File: src/rtl/ram_march_tester.sv
// Self-test sequencer for a single-port RAM with registered address/data/WE and unregistered Q.
// Writes an address-derived pattern to every word, then reads every word back and counts mismatches.
module ram_march_tester #(
    parameter int unsigned ADDR_W    = 14,
    parameter int unsigned DATA_W    = 2,
    parameter int unsigned NUM_WORDS = 16384
) (
    input  logic              Clock,
    input  logic              Reset,
    input  logic              Start,
    input  logic [DATA_W-1:0] Seed,
    output logic              Busy,
    output logic              Done,
    output logic              Pass,
    output logic [15:0]       ErrCount,
    output logic [ADDR_W-1:0] FirstErrAddr,
    output logic [ADDR_W-1:0] RamAddress,
    output logic [DATA_W-1:0] RamData,
    output logic              RamWE,
    output logic              RamClockEn,
    input  logic [DATA_W-1:0] RamQ
);

    typedef enum logic [2:0] {
        S_IDLE,
        S_WRITE,
        S_READ,
        S_DRAIN,
        S_DONE
    } state_t;

    localparam logic [ADDR_W-1:0] LAST_ADDR = ADDR_W'(NUM_WORDS - 1);
    localparam logic [15:0]       ERR_MAX   = '1;

    function automatic logic [DATA_W-1:0] pat(input logic [ADDR_W-1:0] a,
                                              input logic [DATA_W-1:0] s);
        return DATA_W'(a) ^ s;
    endfunction

    state_t              state_q, state_d;
    logic [DATA_W-1:0]   seed_q, seed_d;
    logic [ADDR_W-1:0]   ram_addr_q, ram_addr_d;
    logic [DATA_W-1:0]   ram_data_q, ram_data_d;
    logic                ram_we_q, ram_we_d;
    logic                ram_ce_q, ram_ce_d;
    logic                busy_q, busy_d;
    logic                done_q, done_d;
    logic                pass_q, pass_d;
    logic [15:0]         err_count_q, err_count_d;
    logic [ADDR_W-1:0]   first_err_q, first_err_d;
    logic                p0_valid_q, p0_valid_d;
    logic [ADDR_W-1:0]   p0_addr_q, p0_addr_d;
    logic [DATA_W-1:0]   p0_exp_q, p0_exp_d;
    logic                p1_valid_q;
    logic [ADDR_W-1:0]   p1_addr_q;
    logic [DATA_W-1:0]   p1_exp_q;

    logic                at_last;
    logic [ADDR_W-1:0]   addr_inc;

    assign at_last  = (ram_addr_q == LAST_ADDR);
    assign addr_inc = ram_addr_q + ADDR_W'(1);

    always_ff @(posedge Clock) begin
        if (!Reset) begin
            state_q <= S_IDLE;
        end else begin
            state_q <= state_d;
        end
    end

    always_comb begin
        state_d = state_q;
        case (state_q)
            S_IDLE, S_DONE: if (Start) state_d = S_WRITE;
            S_WRITE:        if (at_last) state_d = S_READ;
            S_READ:         if (at_last) state_d = S_DRAIN;
            S_DRAIN:        state_d = S_DONE;
            default:        state_d = S_IDLE;
        endcase
    end

    always_comb begin
        seed_d      = seed_q;
        ram_addr_d  = ram_addr_q;
        ram_data_d  = ram_data_q;
        ram_we_d    = ram_we_q;
        ram_ce_d    = ram_ce_q;
        busy_d      = busy_q;
        done_d      = done_q;
        pass_d      = pass_q;
        err_count_d = err_count_q;
        first_err_d = first_err_q;

        // Compare first so the DRAIN->DONE edge sees the final mismatch in Pass.
        if (p1_valid_q && (RamQ != p1_exp_q)) begin
            if (err_count_q != ERR_MAX) err_count_d = err_count_q + 16'd1;
            if (err_count_q == '0)      first_err_d = p1_addr_q;
        end

        case (state_q)
            S_IDLE, S_DONE: begin
                if (Start) begin
                    seed_d      = Seed;
                    err_count_d = '0;
                    first_err_d = '0;
                    done_d      = 1'b0;
                    pass_d      = 1'b0;
                    busy_d      = 1'b1;
                    ram_addr_d  = '0;
                    ram_data_d  = pat('0, Seed);
                    ram_we_d    = 1'b1;
                    ram_ce_d    = 1'b1;
                end
            end
            S_WRITE: begin
                if (at_last) begin
                    ram_addr_d = '0;
                    ram_we_d   = 1'b0;
                end else begin
                    ram_addr_d = addr_inc;
                    ram_data_d = pat(addr_inc, seed_q);
                end
            end
            S_READ: begin
                if (!at_last) ram_addr_d = addr_inc;
            end
            S_DRAIN: begin
                ram_ce_d = 1'b0;
                ram_we_d = 1'b0;
                busy_d   = 1'b0;
                done_d   = 1'b1;
                pass_d   = (err_count_d == '0);
            end
            default: ;
        endcase

        p0_valid_d = (state_d == S_READ);
        p0_addr_d  = ram_addr_d;
        p0_exp_d   = pat(ram_addr_d, seed_d);
    end

    always_ff @(posedge Clock) begin
        if (!Reset) begin
            seed_q      <= '0;
            ram_addr_q  <= '0;
            ram_data_q  <= '0;
            ram_we_q    <= 1'b0;
            ram_ce_q    <= 1'b0;
            busy_q      <= 1'b0;
            done_q      <= 1'b0;
            pass_q      <= 1'b0;
            err_count_q <= '0;
            first_err_q <= '0;
            p0_valid_q  <= 1'b0;
            p0_addr_q   <= '0;
            p0_exp_q    <= '0;
            p1_valid_q  <= 1'b0;
            p1_addr_q   <= '0;
            p1_exp_q    <= '0;
        end else begin
            seed_q      <= seed_d;
            ram_addr_q  <= ram_addr_d;
            ram_data_q  <= ram_data_d;
            ram_we_q    <= ram_we_d;
            ram_ce_q    <= ram_ce_d;
            busy_q      <= busy_d;
            done_q      <= done_d;
            pass_q      <= pass_d;
            err_count_q <= err_count_d;
            first_err_q <= first_err_d;
            p0_valid_q  <= p0_valid_d;
            p0_addr_q   <= p0_addr_d;
            p0_exp_q    <= p0_exp_d;
            p1_valid_q  <= p0_valid_q;
            p1_addr_q   <= p0_addr_q;
            p1_exp_q    <= p0_exp_q;
        end
    end

    assign Busy         = busy_q;
    assign Done         = done_q;
    assign Pass         = pass_q;
    assign ErrCount     = err_count_q;
    assign FirstErrAddr = first_err_q;
    assign RamAddress   = ram_addr_q;
    assign RamData      = ram_data_q;
    assign RamWE        = ram_we_q;
    assign RamClockEn   = ram_ce_q;

endmodule

File: config.mk
export PLATFORM = sky130hd
export DESIGN_NAME = ram_march_tester
export DESIGN_NICKNAME = d
export VERILOG_FILES = /design/src/rtl/ram_march_tester.sv
export SDC_FILE = /design/constraint.sdc
export NUM_CORES = 1
export LEC_CHECK = 0
export BUFFER_PORTS_ARGS = -buffer_cell sky130_fd_sc_hd__buf_2
export CORE_UTILIZATION = 50
export DETAILED_ROUTE_END_ITERATION = 10
export MAX_ROUTING_LAYER = met4
export PLACE_DENSITY = 0.75
export SYNTH_ARGS = -nofsm -noshare
export SYNTH_HDL_FRONTEND = slang
export SYNTH_SLANG_ARGS = --single-unit
File: constraint.sdc
create_clock -name Clock -period 2.3 [get_ports Clock]
set_input_delay 0.345 -clock Clock [delete_from_list [all_inputs] [get_ports Clock]]
set_output_delay 0.345 -clock Clock [all_outputs]
set_load 0.005 [all_outputs]
==> reports/results.tsv <==
stage	metric	value	unit
timing	period_minus_slack	2.225	ns
timing	period_share	0.9675	
clocking	cts_tree	done	
setup_path	rr_startpoint	ErrCount[1]	
synthesis	netlist_instances	380	
setup_path	reg2reg_depth	8	
synthesis	yosys-mux-area-fraction	0.06682	
floorplanning	num_io_pins	58	
setup_path	setup.worst_path.end	Pass	
route	drt_wl_total	7843	µm
route	vias_per_cell	5.415	
global_route	first_global_vias	2627	
synthesis	synthAdderAreaFrac	0.01510	
flow_run	max_cap_violations	0	
floorplanning	rows	29	
floorplanning	dieArea	6958	µm²
route	final_antenna_net_count	0	
finish	final-instance-count-excl-fill	552	
finish	drive_gt1_frac	0.2842	
pwr	fin_total_pwr	2.441	mW
clocking	insertion_delay	0.35	ns
clocking	cts_buffers	9	
route	wl_per_cell	14.21	µm
synthesis	synth_nets	391	
finish	fin_nets	481	
route	drc_errors	0	
setup_path	startpoint_type	register	
route	detail_route.iter0.violations	180	
synthesis	ys_top_cells_by_count	dfxtp_1 (75), nor2_1 (63), a21oi_1 (27), nand2_1 (23), mux2i_1 (21)	
global_route	antenna_found_initial	0	
synthesis	syn_avg_cell_area	8.722	µm²
synthesis	synth_area_leaders	dfxtp_1 (45%), nor2_1 (7.1%), mux2i_1 (6.3%), a21oi_1 (4.1%), xnor2_1 (3.2%)	
setup_path	cp.arrival	2.50	ns
route	firstDrtPassIters	4	
floorplanning	die_y	83.42	µm
global_route	grt_overflow	0	
synthesis	synth_area	3314	µm²
synthesis	synth_xor_xnor_area_share	0.05285	
timing	finalMaxSlewViolations	0	
timing	tightest_slew	0.3744	ns
clocking	numClockSinks	75	
finish	area_delta_synth_final	26.05	%
synthesis	synth_edf_count	0	
run_status	status	finished clean	
pwr	leakage	1.805	nW
timing	fmax	449.4	MHz
synthesis	synth_top_area_cell	dfxtp_1	
finish	antenna_cells	0	
placed_design	hpwl	5537	µm
floorplanning	dieWidth	83.42	µm
synthesis	synth_compound_area_frac	0.1061	
synthesis	ys_types	49	
synthesis	async_flop_share	0	
clocking	clk_pin_slew	0.09	ns
placed_design	io_buffers	57	
setup_path	critical_path_class	reg2reg	
synthesis	synth_top_cell_area_share	0.4530	
setup_path	worst-path-max-fanout	6	
timing	setup_viol	0	
placed_design	place_inst	528	
global_route	track_usage	0.2320	
setup_path	startpoint	ErrCount[1]	
clocking	cts_root_buffer	clkbuf_8	
setup_path	regToRegSetupSlack	0.07	ns
timing	final-hold-violation-count	0	
setup_path	r2r-end	Pass	
setup_path	endpoint_kind	register	
clocking	cts_buffer_depth	2	
floorplanning	initial_core_util	0.5190	
clocking	holdBufCountCts	0	
global_route	grt_first_pass_wirelength	12650	µm
clocking	h-tree-depth	3	
synthesis	synth-simple-area-share	0.2722	
timing	finClkSkew	0.008928	ns
min_path	hp-start	Seed[0]	
synthesis	synth_top_family_by_area	simple AND/OR/NAND/NOR gates	
synthesis	synth_seq_cells	75	
timing	slew_headroom	0.7498	
global_route	grt_max_degree	33	
floorplanning	coreArea	6386	µm²
min_path	hold_path.class	in2reg	
route	vias	2989	
pwr	pwr_density_cell	584.3	nW/µm²
setup_path	required	2.58	ns
synthesis	synth-seq-area-share	0.4530	
synthesis	ys_warn_count	0	
pwr	ir_drop	0.0003917	V
synthesis	yosysMostFrequentCell	dfxtp_1	
synthesis	synthFlopType	dfxtp_1	
placed_design	gp_congestion	0.9298	
-- power breakdown --
part	internal, mW	switching (mW)	total (mW)
Clock	0.408	0.545	0.953
Sequential	1.32	0.0109	1.33
Combinational	0.0658	0.0956	0.161
-- worst min-delay path by stage --
stage / endpoint / slack (ns) / depth (start not counted)
global route: seed_q[0] / 0.32 / 3
finish: seed_q[0] / 0.30 / 3
global placement: p1_valid_q / 0.41 / 1
CTS: seed_q[0] / 0.29 / 3
floorplan: p1_exp_q[0] / 0.41 / 1
detailed placement: p1_exp_q[1] / 0.42 / 1
-- repair_timing --
action,4_1_cts,5_1_grt
gates resized for setup,0,17
endpoints found under the setup margin,0,10
setup buffers,0,8
-- registers in the layout (all words and copies together), names as in the netlist --
register,count
Busy,1
Done,1
ErrCount,16
FirstErrAddr,14
Pass,1
RamData,2
RamWE,1
p0_addr_q,14
p0_exp_q,2
p0_valid_q,1
p1_addr_q,14
p1_exp_q,2
p1_valid_q,1
seed_q,2
state_q,3
-- routing by layer --
metal / share of wire / global-route usage / vias up
met1: 0.46 / 0.3063 / 1389
met3: 0.056 / 0.04473 / 8
met2: 0.48 / 0.3569 / 94
met4: 0.0061 / 0.08166 / 0
li1: - / - / 1498
met5: 0 / - / -
-- through the flow --
stage | instance area [µm²] | worst slack (ns) | setup TNS (ns) | hold slack, ns | util
2_1_floorplan | 3317 | -0.01726 | -0.01726 | 0.4119 | -
3_3_place_gp | 3874 | 0.08361 | 0 | 0.4141 | 0.6066
3_5_place_dp | 3874 | 0.05045 | 0 | 0.4184 | 0.6066
4_1_cts | 4058 | 0.0001597 | 0 | 0.2882 | 0.6354
5_1_grt | 4178 | -0.05293 | -0.09448 | 0.3151 | 0.6542
6_report | 4178 | 0.07474 | 0 | 0.2980 | 0.6542
-- cell type report --
class	instances	area, µm²
Sequential cell	75	1513
Multi-Input combinational cell	277	1749
Clock inverter	7	60.06
Clock buffer	9	123.9
Tap cell	77	96.34
Fill cell	569	2208
Timing Repair Buffer	97	598.1
Inverter	10	37.54
-- cells in the final DEF, fill, tap and decap left out, drive strengths merged, types with 6 or more instances in the layout --
| cell type | instances |
|---|---|
| buf | 97 |
| dfxtp | 75 |
| nor2 | 64 |
| a21oi | 27 |
| nand2 | 23 |
| mux2i | 21 |
| and2 | 16 |
| o21ai | 13 |
| inv | 13 |
| xnor2 | 12 |
| nor3 | 12 |
| nand4 | 11 |
| clkbuf | 9 |
| xor2 | 8 |
| nand3 | 8 |
| and3 | 7 |
| nand2b | 6 |
| nor3b | 6 |
-- logic make-up (layout without fill, tap and decap cells) --
family,Yosys count,count (layout)
buffers and inverters,28,123
adders and majority gates,4,4
DFF,75,75
xor gates and xnor gates,20,20
muxes,22,22
AOI/OAI and AO/OA,59,59
and+or+nand+nor,172,172
-- critical path, stage by stage (launching register included) --
cell	delay, ns
dfxtp_4	0.38
and2_1	0.19
nand4_1	0.18
buf_4	0.21
nor3_1	0.17
mux2i_1	0.29
nand2_1	0.07
or4_1	0.54
o22ai_2	0.10
(Power assumes the default switching activity.)
